$ cat src/rtl/midi_msg_ctrl.sv
// MIDI byte-stream sequencer: assembles Note On/Off events with running status and
// channel filtering, presents them on a one-entry valid/ready port and drives the LED.
module midi_msg_ctrl #(
    parameter logic [3:0] CHANNEL = 4'd0,
    parameter logic       OMNI    = 1'b0
) (
    input  logic       clk_i,
    input  logic       reset_ni,
    input  logic       byte_valid_i,
    input  logic [7:0] byte_data_i,
    input  logic       frame_err_i,
    input  logic       evt_ready_i,
    output logic       evt_valid_o,
    output logic       evt_on_o,
    output logic [3:0] evt_chan_o,
    output logic [6:0] evt_note_o,
    output logic [6:0] evt_vel_o,
    output logic       overrun_o,
    output logic [7:0] led_o
);

    typedef enum logic [1:0] {IDLE, WAIT_D1, WAIT_D2, SKIP} state_t;

    state_t     state_q, state_d;
    logic       runOn_q, runOn_d;
    logic [3:0] runChan_q, runChan_d;
    logic       runDiscard_q, runDiscard_d;
    logic [1:0] skipLen_q, skipLen_d;
    logic [1:0] skipCnt_q, skipCnt_d;
    logic [6:0] note_q, note_d;
    logic       evtValid_q, evtValid_d;
    logic       evtOn_q, evtOn_d;
    logic [3:0] evtChan_q, evtChan_d;
    logic [6:0] evtNote_q, evtNote_d;
    logic [6:0] evtVel_q, evtVel_d;
    logic       overrun_q, overrun_d;
    logic [7:0] led_q, led_d;

    logic complete;
    logic isOn;
    logic isRealtime;

    assign isRealtime = (byte_data_i[7:3] == 5'b11111);
    assign isOn       = runOn_q && (byte_data_i[6:0] != 7'd0);

    always_comb begin
        state_d      = state_q;
        runOn_d      = runOn_q;
        runChan_d    = runChan_q;
        runDiscard_d = runDiscard_q;
        skipLen_d    = skipLen_q;
        skipCnt_d    = skipCnt_q;
        note_d       = note_q;
        evtValid_d   = evtValid_q;
        evtOn_d      = evtOn_q;
        evtChan_d    = evtChan_q;
        evtNote_d    = evtNote_q;
        evtVel_d     = evtVel_q;
        overrun_d    = overrun_q;
        led_d        = led_q;
        complete     = 1'b0;

        if (frame_err_i) begin
            state_d      = IDLE;
            runOn_d      = 1'b0;
            runChan_d    = 4'd0;
            runDiscard_d = 1'b0;
            skipLen_d    = 2'd0;
        end else if (byte_valid_i && !isRealtime) begin
            if (byte_data_i[7]) begin
                runOn_d      = 1'b0;
                runChan_d    = 4'd0;
                runDiscard_d = 1'b0;
                skipLen_d    = 2'd0;
                case (byte_data_i[7:4])
                    4'h8, 4'h9: begin
                        runOn_d      = byte_data_i[4];
                        runChan_d    = byte_data_i[3:0];
                        runDiscard_d = !(OMNI || (byte_data_i[3:0] == CHANNEL));
                        state_d      = WAIT_D1;
                    end
                    4'hA, 4'hB, 4'hE: begin
                        skipLen_d = 2'd2;
                        skipCnt_d = 2'd2;
                        state_d   = SKIP;
                    end
                    4'hC, 4'hD: begin
                        skipLen_d = 2'd1;
                        skipCnt_d = 2'd1;
                        state_d   = SKIP;
                    end
                    default: state_d = IDLE;
                endcase
            end else begin
                case (state_q)
                    WAIT_D1: begin
                        note_d  = byte_data_i[6:0];
                        state_d = WAIT_D2;
                    end
                    WAIT_D2: begin
                        complete = !runDiscard_q;
                        state_d  = WAIT_D1;
                    end
                    SKIP: skipCnt_d = (skipCnt_q == 2'd1) ? skipLen_q : skipCnt_q - 2'd1;
                    default: ;
                endcase
            end
        end

        // A full slot that is not being drained this cycle drops the new event.
        if (complete && evtValid_q && !evt_ready_i) begin
            overrun_d = 1'b1;
        end else if (complete) begin
            evtValid_d = 1'b1;
            evtOn_d    = isOn;
            evtChan_d  = runChan_q;
            evtNote_d  = note_q;
            evtVel_d   = isOn ? byte_data_i[6:0] : 7'd0;
            if (isOn) begin
                led_d = {1'b1, note_q};
            end else if (led_q[6:0] == note_q) begin
                led_d = 8'h00;
            end
        end else if (evtValid_q && evt_ready_i) begin
            evtValid_d = 1'b0;
        end
    end

    always_ff @(posedge clk_i) begin
        if (!reset_ni) begin
            state_q      <= IDLE;
            runOn_q      <= 1'b0;
            runChan_q    <= 4'd0;
            runDiscard_q <= 1'b0;
            skipLen_q    <= 2'd0;
            skipCnt_q    <= 2'd0;
            note_q       <= 7'd0;
            evtValid_q   <= 1'b0;
            evtOn_q      <= 1'b0;
            evtChan_q    <= 4'd0;
            evtNote_q    <= 7'd0;
            evtVel_q     <= 7'd0;
            overrun_q    <= 1'b0;
            led_q        <= 8'h00;
        end else begin
            state_q      <= state_d;
            runOn_q      <= runOn_d;
            runChan_q    <= runChan_d;
            runDiscard_q <= runDiscard_d;
            skipLen_q    <= skipLen_d;
            skipCnt_q    <= skipCnt_d;
            note_q       <= note_d;
            evtValid_q   <= evtValid_d;
            evtOn_q      <= evtOn_d;
            evtChan_q    <= evtChan_d;
            evtNote_q    <= evtNote_d;
            evtVel_q     <= evtVel_d;
            overrun_q    <= overrun_d;
            led_q        <= led_d;
        end
    end

    assign evt_valid_o = evtValid_q;
    assign evt_on_o    = evtOn_q;
    assign evt_chan_o  = evtChan_q;
    assign evt_note_o  = evtNote_q;
    assign evt_vel_o   = evtVel_q;
    assign overrun_o   = overrun_q;
    assign led_o       = led_q;

endmodule
$ cat config.mk
export PLATFORM = sky130hd
export DESIGN_NAME = midi_msg_ctrl
export DESIGN_NICKNAME = d
export VERILOG_FILES = /design/src/rtl/midi_msg_ctrl.sv
export SDC_FILE = /design/constraint.sdc
export NUM_CORES = 1
export LEC_CHECK = 0
export ABC_CLOCK_PERIOD_IN_PS = 1930
export CORE_AREA = 2 2 66 68
export CTS_CLUSTER_DIAMETER = 80
export DETAILED_ROUTE_END_ITERATION = 8
export DIE_AREA = 0 0 68 70
export PLACE_DENSITY_LB_ADDON = 0.1
export SYNTH_ARGS = -nofsm -noshare
export SYNTH_HDL_FRONTEND = slang
export SYNTH_SLANG_ARGS = --single-unit
export TNS_END_PERCENT = 100
$ cat constraint.sdc
create_clock -name clk_i -period 1.93 [get_ports clk_i]
set_input_delay 0.2895 -clock clk_i [delete_from_list [all_inputs] [get_ports clk_i]]
set_output_delay 0.2895 -clock clk_i [all_outputs]
set_load 0.01 [all_outputs]
Word-level counts from Yosys, hierarchy flattened
Index checks and enable logic that the tools add are counted.
{"block": "op_classes", "add_sub_neg": 0, "multipliers": 0, "div_mod_pow": 0, "magnitude_cmp": 0, "n_eq_ne": 11, "n_shift": 0, "muxes": 15, "bitwise_logic": 4, "reduce_logical": 23}
{"op": "$eq A4 B4 Y1 const B", "count": 7}
{"op": "$mux W8", "count": 2}
{"op": "$mux W1", "count": 8}
{"op": "$pmux W2 S2", "count": 2}
{"op": "$reduce_and A2 Y1", "count": 4}
{"op": "$eq A7 B7 Y1", "count": 1}
{"op": "$mux W7", "count": 1}
{"op": "$reduce_bool A7 Y1", "count": 1}
{"op": "$eq A5 B5 Y1 const B", "count": 1}
{"op": "$logic_and A1 B1 Y1", "count": 5}
{"op": "$reduce_or A5 Y1", "count": 1}
{"op": "$logic_not A1 Y1", "count": 4}
{"op": "$logic_not A4 Y1", "count": 1}
{"op": "$mux W4", "count": 1}
{"op": "$not A1 Y1", "count": 4}
{"op": "$reduce_and A4 Y1", "count": 1}
{"op": "$reduce_bool A2 Y1", "count": 2}
{"op": "$reduce_or A2 Y1", "count": 2}
{"op": "$reduce_and A3 Y1", "count": 1}
{"op": "$reduce_bool A3 Y1", "count": 1}
{"op": "$eq A2 B1 Y1 const B", "count": 1}
{"op": "$eq A2 B2 Y1 const B", "count": 1}
{"op": "$mux W2", "count": 1}
{"block": "word_totals", "ff_bits": 44, "latchBits": 0, "mem_bits_rw": 0, "rom_bits": 0, "output_inout_bits": 29, "word_cells": 65, "memories": 0}

Logic depth before layout (Yosys ltp)
Gate-level depths: netlist of the first run.
{"block": "depth", "word_depth": 9, "mapped_depth": 6, "mapped_depth_nobuf": 4}

Worst setup path before layout of the first run
No wires, ideal clock.
{"block": "synth_timing", "path_type": "input port to flip-flop", "start": "input byte_data_i[0]", "end": "register led_q[0] (netlist: led_o[0])", "arrival_ps": 1452, "required_time_ps": 1773, "slack_ps": 321, "path_stages": 5, "path_cell_list": "or4_4 > o41a_1 > buf_6 > nand4_1 > o211ai_1"}
{"block": "synth_via", "elab_chain_len": 4}
{"item": "start, declared", "line": "10", "source": "input logic [7:0] byte_data_i,"}
{"item": "$reduce_bool A7 Y1 *", "line": "44", "source": "assign isOn = runOn_q && (byte_data_i[6:0] != 7'd0);"}
{"item": "$logic_and A1 B1 Y1 *", "line": "44"}
{"item": "$reduce_bool A2 Y1 (no source line)"}
{"item": "$reduce_and A3 Y1 (no source line)"}
{"item": "end signal, assigned", "line": "159", "source": "led_q <= led_d;"}
{"item": "end, declared", "line": "37", "source": "logic [7:0] led_q, led_d;"}
Mark *: on every way between the ends. The rest lies on a longest branch, timed or not.
A chain may end at the register's enable or synchronous reset.

Worst setup path in the final report of the first run
{"block": "layout_timing", "start": "input byte_data_i[0]", "end": "register led_q[1] (netlist: led_o[1])"}
Same word-level chain as after synthesis.

==> summary.txt, run 1 <==
WL per Instance: 13.3 um
CP max stage delay: 0.57 ns
TritonCTS clock tree: built
Peak fanout along the critical path: 9
Synth cell types: 33
CTS root buf: clkbuf_8
Area growth, synth to finish: 31.1%
DIE HEIGHT: 70 um
Routed vias: 1711
RSZ-0062 raised after global routing: no
Final Hold Vio Count: 0
Max IR drop VDD: 0.580 mV
Clk_lat worst skew: 0.30 ns
Status: completed
Endpoint class of the critical path: flop
Buf/Inv on CP: 1
Hold WS: 0.462 ns
Dpl hpwl: 3150 um
Relative slew slack: 72.4%
Die area: 0.00476 mm^2
Antenna Violating Nets Remaining: 0
Avg Inst Size Synth: 9.00 um^2
Clock tree buffer depth: 2
Fill cells: 377
Reg2reg end: evt_vel_o[6]
Critical Path RT: 2.12 ns
Crit start category: input port
Crit path launch: byte_data_i[0]
GP Congestion: 0.842
Crit path max-delay family: simple AND/OR/NAND/NOR gates
Initial Util: 47.6%
Period utilization: 94.7%
Row count: 24
Number of H-tree levels: 2
Cts repair resizes: 0
Sequential area share after synthesis: 44.7%
PD cells: 693 mW/mm^2
Core Region: 0.00414 mm^2
Reg-to-reg critical path startpoint: state_q[1]
Final net count: 284
Ports: 42
Final Non-Filler Cells: 324
Post-Place Setup Slack: -0.217 ns
R2R depth: 5
Max Cap Viol: 0
Setup WS post-layout: 0.102 ns
Multi-input gate area: 952 um^2
# DRC: 0
Gr usage total: 20.6%
Crit path kind: input port to flop
First-pass GRT wire length: 7610 um
Vias in the first global route: 1636
Seq. cell area: 881 um^2
Antenna Diode Count: 0
Net Count, Synth: 232
# placed instances: 316
Clock skew: 0.00804 ns
Reg clk slew, reported paths: 0.09 ns
Drt initial violations: 133
Critical Path Stages: 5
Crit path cell chain: clkdlybuf4s50_1 > or4_4 > o41a_1 > nand4_1 > o211ai_1
DIE WIDTH: 68 um
Mapped Area: 0.00197 mm^2
Post-synthesis register bit count: 44
Initial antenna violation count: 0
Vias per inst: 5.28
CP arrival: 2.02 ns
Setup repair bufs after CTS: 0
# clock sinks: 44
Yosys warns: 0
Tightest Pin Transition: 0.413 ns
R2r setup slk: 0.40 ns
Final WL: 4300 um
Min Tclk post-route: 1.83 ns
Power Total: 1.79 mW
GR Overflow Total: 0
Leakage power: 0.912 nW
TritonRoute pass-1 iters: 4
Hold Path Class: flop to flop
PortBufs: 41
Slew Viols, Final: 0
Inserted Clock Buffers: 5
Cells after Synth: 219
Share of post-route cells with drive strength above 1: 11.0%
Hold buffer count at cts: 0
Final setup fails: 0
Slowest-stage cell, CP: or4_4
Max Fclk: 547 MHz
Pin count of the biggest net entering global routing: 24
Setup crit end: led_o[1]
-- report_power, final --
group          internal (mW)  switching, mW  total, mW
registers              0.910        0.00312      0.913
logic                 0.0564         0.0566      0.113
clock network          0.457          0.310      0.766
-- cells by family after synthesis --
logic type | Yosys count | synth area share, %
buf+inv | 17 | 7.04
compound gates | 45 | 17.2
flops | 44 | 44.7
mux | 7 | 3.55
simple gates | 99 | 24.4
xor+xnor | 7 | 3.11
-- tightest hold or removal path: cells and delay by family (launching register included) --
family             cells  cell delay (ns)
and+or+nand+nor        1             0.05
AOI/OAI and AO/OA      1             0.06
DFF                    1             0.31
-- layer usage --
metal	track usage, %	vias up	wire, um
li1	-	878	-
met1	28.0	791	2120
met2	32.3	34	1960
met3	3.86	8	143
met4	7.33	0	72
met5	0	-	0
-- cells in the final DEF, fill, tap and decap left out, types with 2 or more instances in the layout --
cell type / instances
dfxtp_1: 44
clkdlybuf4s50_1: 41
nand2_1: 40
nand3_1: 30
a21boi_0: 20
buf_4: 19
nand4_1: 8
o211ai_1: 8
nor2b_1: 8
o21ai_0: 8
mux2i_1: 7
clkbuf_8: 7
xnor2_1: 4
nor2_1: 3
xor2_1: 3
nand2b_1: 2
nor3b_1: 2
and3_1: 2
inv_1: 2
a211oi_1: 2
a21oi_1: 2
-- synth_stat cells, drive strengths merged --
master | count | area share [%]
nand3b | 1 | 0.38
xor2 | 3 | 1.3
a211oi | 2 | 0.76
clkbuf | 10 | 4.4
nor3 | 1 | 0.25
inv | 2 | 0.38
xnor2 | 4 | 1.8
nand2 | 40 | 7.6
o41ai | 1 | 1.4
dfxtp | 44 | 45
nand2b | 2 | 0.63
nand4 | 8 | 2.5
dlygate4sd1 | 1 | 0.44
mux2i | 7 | 3.6
o211ai | 8 | 3.0
and3 | 2 | 0.63
a21boi | 20 | 7.6
a21oi | 2 | 0.51
buf | 4 | 1.8
o41a | 1 | 0.57
nor2b | 8 | 2.5
o21a | 1 | 0.38
o21ai | 8 | 2.0
o2bb2ai | 1 | 0.44
or4 | 1 | 0.57
nor3b | 2 | 0.76
nor2 | 3 | 0.57
nor4 | 1 | 0.32
nand3 | 30 | 7.6
a31o | 1 | 0.44
-- through the flow --
step | utilization [%] | setup TNS, ns | area [um^2]
3_5_place_dp | 59.3 | -1.77 | 2460
5_1_grt | 62.4 | 0 | 2580
6_report | 62.4 | 0 | 2580
2_1_floorplan | - | 0 | 1970
3_3_place_gp | 59.3 | -1.68 | 2460
4_1_cts | 62.4 | 0 | 2580
-- sequential cells by signal, summed over array words and instances, names as in the netlist, 2 cells and up --
name	flops
led_o	8
evt_note_o	7
evt_vel_o	7
note_q	7
evt_chan_o	4
runChan_q	4
state_q	2
-- cell type report --
type | count | share of cell area (%)
timing repair buffer | 60 | 21.4
clock inverter | 1 | 1.16
multi-input combinational | 158 | 36.8
tap | 52 | 2.52
clock buffer | 7 | 3.73
sequential | 44 | 34.1
inverter | 2 | 0.290
-- worst min-delay path by stage --
stage | to | startpoint | cells past startpoint | slack, ns
2_1_floorplan | runChan_q[0] | byte_data_i[0] | 2 | 0.42
3_3_place_gp | runChan_q[1] | runChan_q[1] | 2 | 0.45
3_5_place_dp | runChan_q[1] | runChan_q[1] | 2 | 0.46
4_1_cts | evt_note_o[1] | evt_note_o[1] | 2 | 0.47
5_1_grt | evt_note_o[2] | evt_note_o[2] | 2 | 0.48
6_report | runChan_q[1] | runChan_q[1] | 2 | 0.46
(Power assumes the default switching activity.)
==> run 2: changes to the inputs <==
- ABC_AREA: unset -> 1
- CORE_AREA: 2 2 66 68 -> 2 2 65 67
- DIE_AREA: 0 0 68 70 -> 0 0 67 69
- SKIP_CTS_REPAIR_TIMING: unset -> 1
==> run 2 against run 1 <==
- first-iteration DRC count fell by 9.8%
- sequential share of layout area rose by 0.15 points
- critical path depth is 1 higher
- cell area decreased by 0.44%
- worst setup slack gained 0.22 ns
- synthesized cell count is 13% higher
- critical path type unchanged
- largest power group unchanged
==> summary.txt, run 2 <==
Status: completed
RSZ-0062 raised after global routing: no
Commonest cells after routing, fill and taps aside: nand2_1 (64), dfxtp_1 (44), clkdlybuf4s50_1 (41)
DIE HEIGHT: 69 um (-1.4%)
TritonRoute pass-1 iters: 4 (unchanged)
Worst Hold Path EP: led_o[7]
# DRC: 0 (unchanged)
Share of post-route cells with drive strength above 1: 18.2% (+7.1 points)
Number of H-tree levels: 2 (unchanged)
Hold path cells: 2 (unchanged)
Slew Viols, Final: 0 (unchanged)
Vias per inst: 4.85 (-8.2%)
Net Count, Synth: 260 (+12%)
Crit path cell chain: clkdlybuf4s50_1 > a21oi_4 > nand3_2 > inv_1 > o21ai_0 > a21oi_1
Most frequent cell after synthesis: nand2_1
Largest register FFs: 8 (unchanged)
Top area cells in the synthesized netlist: dfxtp_1 (46%), nand2_1 (13%), a21oi_1 (7.8%), nor2_1 (4.3%), nand2_2 (3.6%)
Initial antenna violation count: 0 (unchanged)
Row count: 23 (-4.2%)
TritonCTS clock tree: built
Reg2reg end: led_o[5]
Gr usage total: 20.6% (about the same)
Seq. cell area: 881 um^2 (unchanged)
Commonest non-fill, non-tap cell in the layout: nand2_1
Dpl hpwl: 3090 um (-1.8%)
Routed vias: 1712 (+0.058%)
Top-area cell type share of the netlist area: 45.9% (+1.2 points)
PortBufs: 41 (unchanged)
Sequential area share after synthesis: 45.9% (+1.2 points)
Antenna Violating Nets Remaining: 0 (unchanged)
Ports: 42 (unchanged)
Final Non-Filler Cells: 353 (+9.0%)
Critical Path RT: 2.17 ns (+0.05 ns)
Post-synthesis register bit count: 44 (unchanged)
Reg clk slew, reported paths: 0.08 ns (about the same)
Final Hold Vio Count: 0 (unchanged)
# placed instances: 345 (+9.2%)
GR Overflow Total: 0 (unchanged)
Primary FF master, synth: dfxtp_1
Crit path kind: input port to flop
Hold_sp: led_o[7]
DIE WIDTH: 67 um (-1.5%)
Inserted Clock Buffers: 5 (unchanged)
Post-layout util: 65.8% (+3.4 points)
Min Tclk post-route: 1.61 ns (-0.219 ns)
Yosys warns: 0 (unchanged)
Max Fclk: 621 MHz (+14%)
First-pass GRT wire length: 7190 um (-5.5%)
Hold Path Class: flop to flop
Commonest cells in the netlist: nand2_1 (64), dfxtp_1 (44), a21oi_1 (30), nor2_1 (22), inv_1 (16)
Pin count of the biggest net entering global routing: 26 (+8.3%)
Antenna Diode Count: 0 (unchanged)
Clock skew: 0.00773 ns (-0.000305 ns)
Max Cap Viol: 0 (unchanged)
Leakage power: 0.954 nW (+4.6%)
Final setup fails: 0 (unchanged)
Clock tree buffer depth: 2 (unchanged)
Die area: 0.00462 mm^2 (-2.9%)
Multi-input gate area: 906 um^2 (-4.9%)
Post-Route Setup TNS: 0 ns (unchanged)
Fill cells: 361 (-4.2%)
Core Region: 0.00391 mm^2 (-5.6%)
Endpoint class of the critical path: flop
PD cells: 696 mW/mm^2 (+0.42%)
Avg Inst Size Synth: 7.77 um^2 (-14%)
Reg-to-reg critical path startpoint: note_q[0]
GP Congestion: 0.876 (+4.1%)
Final net count: 315 (+11%)
CTS root buf: clkbuf_8
Initial Util: 49.0% (+1.5 points)
Vias in the first global route: 1560 (-4.6%)
Clk_lat worst skew: 0.31 ns (about the same)
Post-synth top area cell: dfxtp_1
R2r setup slk: 0.57 ns (+0.17 ns)
Cells after Synth: 247 (+13%)
Synth cell types: 30 (-9.1%)
Peak fanout along the critical path: 10 (+1)
CP arrival: 1.85 ns (-0.17 ns)
Synth async-reset ratio: 0% (unchanged)
# clock sinks: 44 (unchanged)
Power Total: 1.79 mW (about the same)
Area growth, synth to finish: 34.1%
Drt initial violations: 120 (-9.8%)
Tightest Pin Transition: 0.367 ns (-0.0464 ns)
Max IR drop VDD: 0.461 mV (-20%)
Mapped Area: 0.00192 mm^2 (-2.7%)
Slowest-stage cell, CP: clkdlybuf4s50_1
Hold WS: 0.465 ns (+0.00239 ns)
R2R depth: 8 (+3)
CP max stage delay: 0.59 ns (+0.02 ns)
Number of synthesized flops with an enable pin: 0 (unchanged)
Crit start category: input port
WL per Instance: 12.3 um (-7.0%)
Final WL: 4350 um (+1.4%)
Relative slew slack: 75.5% (+3.1 points)
Period utilization: 83.4% (-11 points)
[run 2: per-layer routing]
layer	track usage (%)	routed length [um]	up-vias
li1	-	-	900
met1	27.7	2070	754
met2	30.9	1910	52
met3	7.18	309	6
met4	6.12	61	0
met5	0	0	-
[run 2: area by class of cell]
class | instances | area share, %
multi-input cells | 177 | 35.2
clock inverters | 2 | 1.51
repair buffers | 56 | 20.8
inverters | 18 | 2.63
well taps | 50 | 2.43
clock buffers | 6 | 3.21
flip-flops and latches | 44 | 34.2
[run 2: cells by family (layout without fill, tap and decap cells)]
logic type                after synthesis  count (layout)  synth area share (%)
AOI/OAI and AO/OA                      52              52                  15.9
xor gates and xnor gates                4               4                  1.83
and+or+nand+nor                       121             121                  29.5
buffers and inverters                  26              82                  6.91
DFF                                    44              44                  45.9
[run 2: how the worst max path moves through the flow]
| stage | start | end | slack, ns | cells past startpoint |
|---|---|---|---|---|
| after CTS | byte_data_i[3] | note_q[6] | 0.36 | 6 |
| after detailed placement | byte_data_i[3] | led_o[6] | 0.04 | 6 |
| after global routing | byte_data_i[7] | led_o[4] | 0.21 | 8 |
| after global placement | byte_data_i[3] | led_o[7] | 0.04 | 8 |
| final | byte_data_i[3] | note_q[6] | 0.32 | 6 |
| after floorplan | byte_data_i[7] | evt_note_o[0] | 0.69 | 8 |
[run 2: per-stage QoR]
| step | setup WS (ns) | instance area, um^2 |
|---|---|---|
| floorplan | 0.689 | 1920 |
| global placement | 0.0441 | 2450 |
| detailed placement | 0.0441 | 2450 |
| CTS | 0.355 | 2570 |
| global route | 0.210 | 2570 |
| finish | 0.321 | 2570 |
[run 2: worst max-delay path, delay by kind of cell]
kind / cells / cell delay [ns]
AO/OA/AOI/OAI: 3 / 0.53
AND/OR/NAND/NOR: 1 / 0.22
buffers and inverters: 2 / 0.79
[run 2: where the power goes]
group	internal (mW)	total (mW)	switching, mW	leakage (nW)
Combinational	0.0552	0.126	0.0704	0.538
Clock	0.423	0.752	0.329	0.0614
Sequential	0.911	0.915	0.00342	0.355
Total	1.39	1.79	0.403	0.954
==> RTL edit 1 (config.mk and constraints of run 1) <==
Re-encode `state_t` (4 states) as Gray code, 2 bits wide.
--- a/src/rtl/midi_msg_ctrl.sv
+++ b/src/rtl/midi_msg_ctrl.sv
@@ -21,3 +21,3 @@
 
-    typedef enum logic [1:0] {IDLE, WAIT_D1, WAIT_D2, SKIP} state_t;
+    typedef enum logic [1:0] {IDLE = 2'b00, WAIT_D1 = 2'b01, WAIT_D2 = 2'b11, SKIP = 2'b10} state_t;
 
Formal check against the unedited RTL: no difference found for any inputs over 10 cycles, from zero or initial values and one cycle with reset_ni low; not proved beyond that.
==> RTL edit 1 against run 1 <==
  * First-iteration DRC count grew 41%
  * Design area increased by 2.9%
  * Worst setup slack worse by 0.037 ns
  * Count of clock-buffer cells in the layout is 1 lower
  * Wire length increased by 3.0%
  * Global-route usage shrank 0.84 points
  * Register-to-register slack improved by 0.06 ns
  * Area after synthesis fell by 2.7%
  * Power decreased by 1.4%
  * Sequential cell count did not move
==> RTL edit 1: results (changes against run 1) <==
INFO  pwr            peakVddDrop=0.340mV [was 0.580 mV]
INFO  place          dpl-instance-area=2530um2 [was 2460 um2]
INFO  routing        detail_route.wirelength=4.43mm [was 4.30 mm]
INFO  place          finalWeightedCongestion=0.808 [was 0.842]
INFO  routing        viasPerCell=5.27 [was 5.28]
INFO  routing        met3_length=207um [was 143 um]
INFO  status         status=complete, no violations [unchanged]
INFO  finish         num-fill-cells=372 [was 377]
INFO  global_route   wire_length_of_the_first_global_routing_pass=7.19mm [was 7.61 mm]
INFO  synth          post_synthesis_compound_gate_area_fraction=17.7% [was 17.2%]
INFO  synth          synth_mux_area_share=3.65% [was 3.55%]
INFO  finish         final_layout_size_suffix_gt1_share=12.7% [was 11.0%]
INFO  sta            max_slew_margin_vs_limit=73.7% [was 72.4%]
INFO  place          dpl.cell_count=319 [was 316]
INFO  worst_setup_path critical-path-max-stage-delay=0.55ns [was 0.57 ns]
INFO  synth          synthesis.nets=231 [was 232]
INFO  worst_setup_path critPathTopFamily=buffers and inverters [was simple AND/OR/NAND/NOR gates]
INFO  finish         finalNonFillerCells=327 [was 324]
INFO  synth          largest_cells_by_area_after_synthesis=sky130_fd_sc_hd__dfxtp_1, sky130_fd_sc_hd__nand2_1, sky130_fd_sc_hd__a21boi_0, sky130_fd_sc_hd__nand3_1, sky130_fd_sc_hd__o221ai_1 [was sky130_fd_sc_hd__dfxtp_1, sky130_fd_sc_hd__a21boi_0, sky130_fd_sc_hd__nand2_1, sky130_fd_sc_hd__nand3_1, sky130_fd_sc_hd__mux2i_1]
INFO  routing        wirelength_met1=2.00mm [was 2.12 mm]
INFO  pwr            p_leak=0.942nW [was 0.912 nW]
INFO  place          place_hpwl=3.17mm [was 3.15 mm]
INFO  synth          seq_area_frac_synth=45.9% [was 44.7%]
INFO  global_route   use_met1=26.9% [was 28.0%]
INFO  routing        drtIter0Drc=187 [was 133]
INFO  worst_setup_path path_max_fanout=7 [was 9]
INFO  place          detailedPlace.worstSlack=-0.247ns [was -0.217 ns]
INFO  finish         num-nets-final=287 [was 284]
==> RTL edit 1: final timing paths <==
check	startpoint	to	slack, ns	cells after the start
setup reg to reg	state_q[0]	evt_vel_o[5]	0.46	6
setup / recovery	byte_data_i[0]	led_o[4]	0.06	7
hold reg to reg	runChan_q[3]	runChan_q[3]	0.46	2
hold / removal	runChan_q[3]	runChan_q[3]	0.46	2
==> RTL edit 1: layout make-up <==
type,count,area [um2],share of cell area (%)
clock buffers,6,82.6,3.11
multi-input cells,159,983,37.0
repair buffers,64,608,22.9
clock inverters,2,38.8,1.46
well taps,52,65.1,2.45
flip-flops and latches,44,881,33.1
==> RTL edit 1: what timing repair did <==
item	CTS	global route
endpoints found under the setup margin	0	4
buffers inserted	0	0
resized for setup	0	1
==> RTL edit 1: report_power, final <==
part           switching [mW]  internal, mW
registers             0.00206         0.909
logic                  0.0529        0.0587
clock network           0.322         0.423
==> RTL edit 2 (config.mk and constraints of run 1) <==
Without the edit above. Change the parameter `OMNI` from 1'b0 to 1'b1.
--- a/src/rtl/midi_msg_ctrl.sv
+++ b/src/rtl/midi_msg_ctrl.sv
@@ -4,3 +4,3 @@
     parameter logic [3:0] CHANNEL = 4'd0,
-    parameter logic       OMNI    = 1'b0
+    parameter logic       OMNI    = 1'b1
 ) (
Check against the original RTL: not equivalent (a bounded check fails within 4 cycles, from zero or initial values and one cycle with reset_ni low).
==> RTL edit 2 against run 1 <==
  * Fmax shrank 0.89%
  * First-iteration DRC count shrank 11%
  * Critical path depth is the same
  * Wire length shrank 3.4%
  * Area after synthesis shrank 4.6%
  * Sequential cell count shrank 1
  * Worst setup slack lost 0.016 ns
  * Sequential power shrank 2.3%
  * Power shrank 3.4%
  * Design area shrank 1.1%
  * Critical path type unchanged
  * Critical endpoint unchanged
==> RTL edit 2: results (changes against run 1) <==
INFO  place          detailedPlace.worstSlack=-0.232ns [was -0.217 ns]
INFO  finish         num-nets-final=275 [was 284]
INFO  global_route   first_global_vias=1486 [was 1636]
INFO  synth          synth.cells.most_frequent=sky130_fd_sc_hd__dfxtp_1, sky130_fd_sc_hd__nand2_1, sky130_fd_sc_hd__nand3_1 [unchanged]
INFO  finish         sequential_cell_area=861um2 [was 881 um2]
INFO  global_route   wire_length_of_the_first_global_routing_pass=6.99mm [was 7.61 mm]
INFO  sta            transition_time_at_the_pin_with_the_least_slew_margin=0.514ns [was 0.413 ns]
INFO  clocking       ctsHtreeMaxLevel=2 [unchanged]
INFO  routing        drtIter0Drc=118 [was 133]
INFO  synth          synth_cell_type_count=28 [was 33]
INFO  global_route   groute.usage.overall=19.2% [was 20.6%]
INFO  routing        top_layer=met4 [unchanged]
INFO  sta            fin_skew=0.00666ns [was 0.00804 ns]
INFO  worst_setup_path critical_path.reg2reg.endpoint=led_o[6] [was evt_vel_o[6]]
INFO  clocking       post-cts-setup-buffers=0 [unchanged]
INFO  pwr            peakVddDrop=0.426mV [was 0.580 mV]
INFO  worst_setup_path path_max_fanout=10 [was 9]
INFO  worst_setup_path r2r_slack=0.48ns [was 0.40 ns]
INFO  finish         num-fill-cells=389 [was 377]
INFO  routing        wirelength_met1=1.92mm [was 2.12 mm]
INFO  status         status=complete, no violations [unchanged]
INFO  synth          synthesis.instances=214 [was 219]
INFO  routing        met3_length=186um [was 143 um]
INFO  routing        dr_wl_met2=1.95mm [was 1.96 mm]
INFO  routing        detail_route.wirelength=4.15mm [was 4.30 mm]
INFO  routing        dr_total_vias=1668 [was 1711]
INFO  place          dpl.cell_count=307 [was 316]
INFO  synth          seq_area_frac_synth=45.7% [was 44.7%]
INFO  worst_setup_path worstReg2RegStart=note_q[2] [was state_q[1]]
INFO  global_route   grt_max_degree=52 [was 24]
INFO  sta            timing.hold.ws=0.458ns [was 0.462 ns]
INFO  worst_setup_path worstRegToRegCells=4 [was 5]
INFO  synth          synthesis.nets=227 [was 232]
INFO  place          dpl-instance-area=2440um2 [was 2460 um2]
INFO  place          finalWeightedCongestion=0.813 [was 0.842]
INFO  place          place_hpwl=2.86mm [was 3.15 mm]
INFO  finish         finalNonFillerCells=315 [was 324]
INFO  pwr            p_leak=0.872nW [was 0.912 nW]
INFO  worst_setup_path worst_setup_path_startpoint=byte_data_i[6] [was byte_data_i[0]]
INFO  synth          largest_cells_by_area_after_synthesis=sky130_fd_sc_hd__dfxtp_1, sky130_fd_sc_hd__a21boi_0, sky130_fd_sc_hd__nand2_1, sky130_fd_sc_hd__nand3_1, sky130_fd_sc_hd__nand4_1 [was sky130_fd_sc_hd__dfxtp_1, sky130_fd_sc_hd__a21boi_0, sky130_fd_sc_hd__nand2_1, sky130_fd_sc_hd__nand3_1, sky130_fd_sc_hd__mux2i_1]
==> RTL edit 2: cell count changes in the layout (fill, tap and decap cells not counted), sizes merged, moves of 2 or more <==
cell	change
nand4	+6
nor2	+3
inv	-2
xnor2	+3
o21ai	-8
buf	-4
nand3	-5
a21oi	+5
a211oi	-2
xor2	-3
==> RTL edit 2: cells by family after synthesis <==
family,after synthesis,synth area share [%]
muxes,8,4.26
and+or+nand+nor,100,26.3
AOI/OAI and AO/OA,41,16.8
buffers and inverters,15,3.66
xor gates and xnor gates,7,3.26
DFF,43,45.7
==> RTL edit 2: worst min-delay path by stage <==
stage / endpoint / startpoint
floorplan: state_q[1] / byte_valid_i
global placement: evt_vel_o[6] / evt_vel_o[6]
detailed placement: runChan_q[1] / runChan_q[1]
CTS: runChan_q[0] / runChan_q[0]
global route: runChan_q[1] / runChan_q[1]
finish: runChan_q[0] / runChan_q[0]
==> RTL edit 2: layout make-up <==
class | count | share of cell area, %
multi-input combinational | 156 | 37.2
sequential | 43 | 33.7
timing repair buffer | 56 | 21.9
clock buffer | 6 | 3.23
tap | 52 | 2.55
clock inverter | 2 | 1.37
==> RTL edit 2: worst max-delay path, delay by kind of cell <==
kind | cells | cell delay (ns)
buf+inv | 1 | 0.42
simple gates | 2 | 0.72
compound gates | 2 | 0.57
==> RTL edit 2: metal layers <==
metal,global-route usage (%),vias to the layer above
met1,26.5,763
met5,0,-
li1,-,858
met2,28.2,41
met3,4.99,6
met4,7.56,0
==> RTL edit 2: power by group <==
group          switching [mW]  leakage, nW  internal (mW)  total, mW
logic                  0.0587        0.465         0.0593      0.118
clock network           0.303       0.0612          0.419      0.722
registers             0.00295        0.346          0.889      0.892
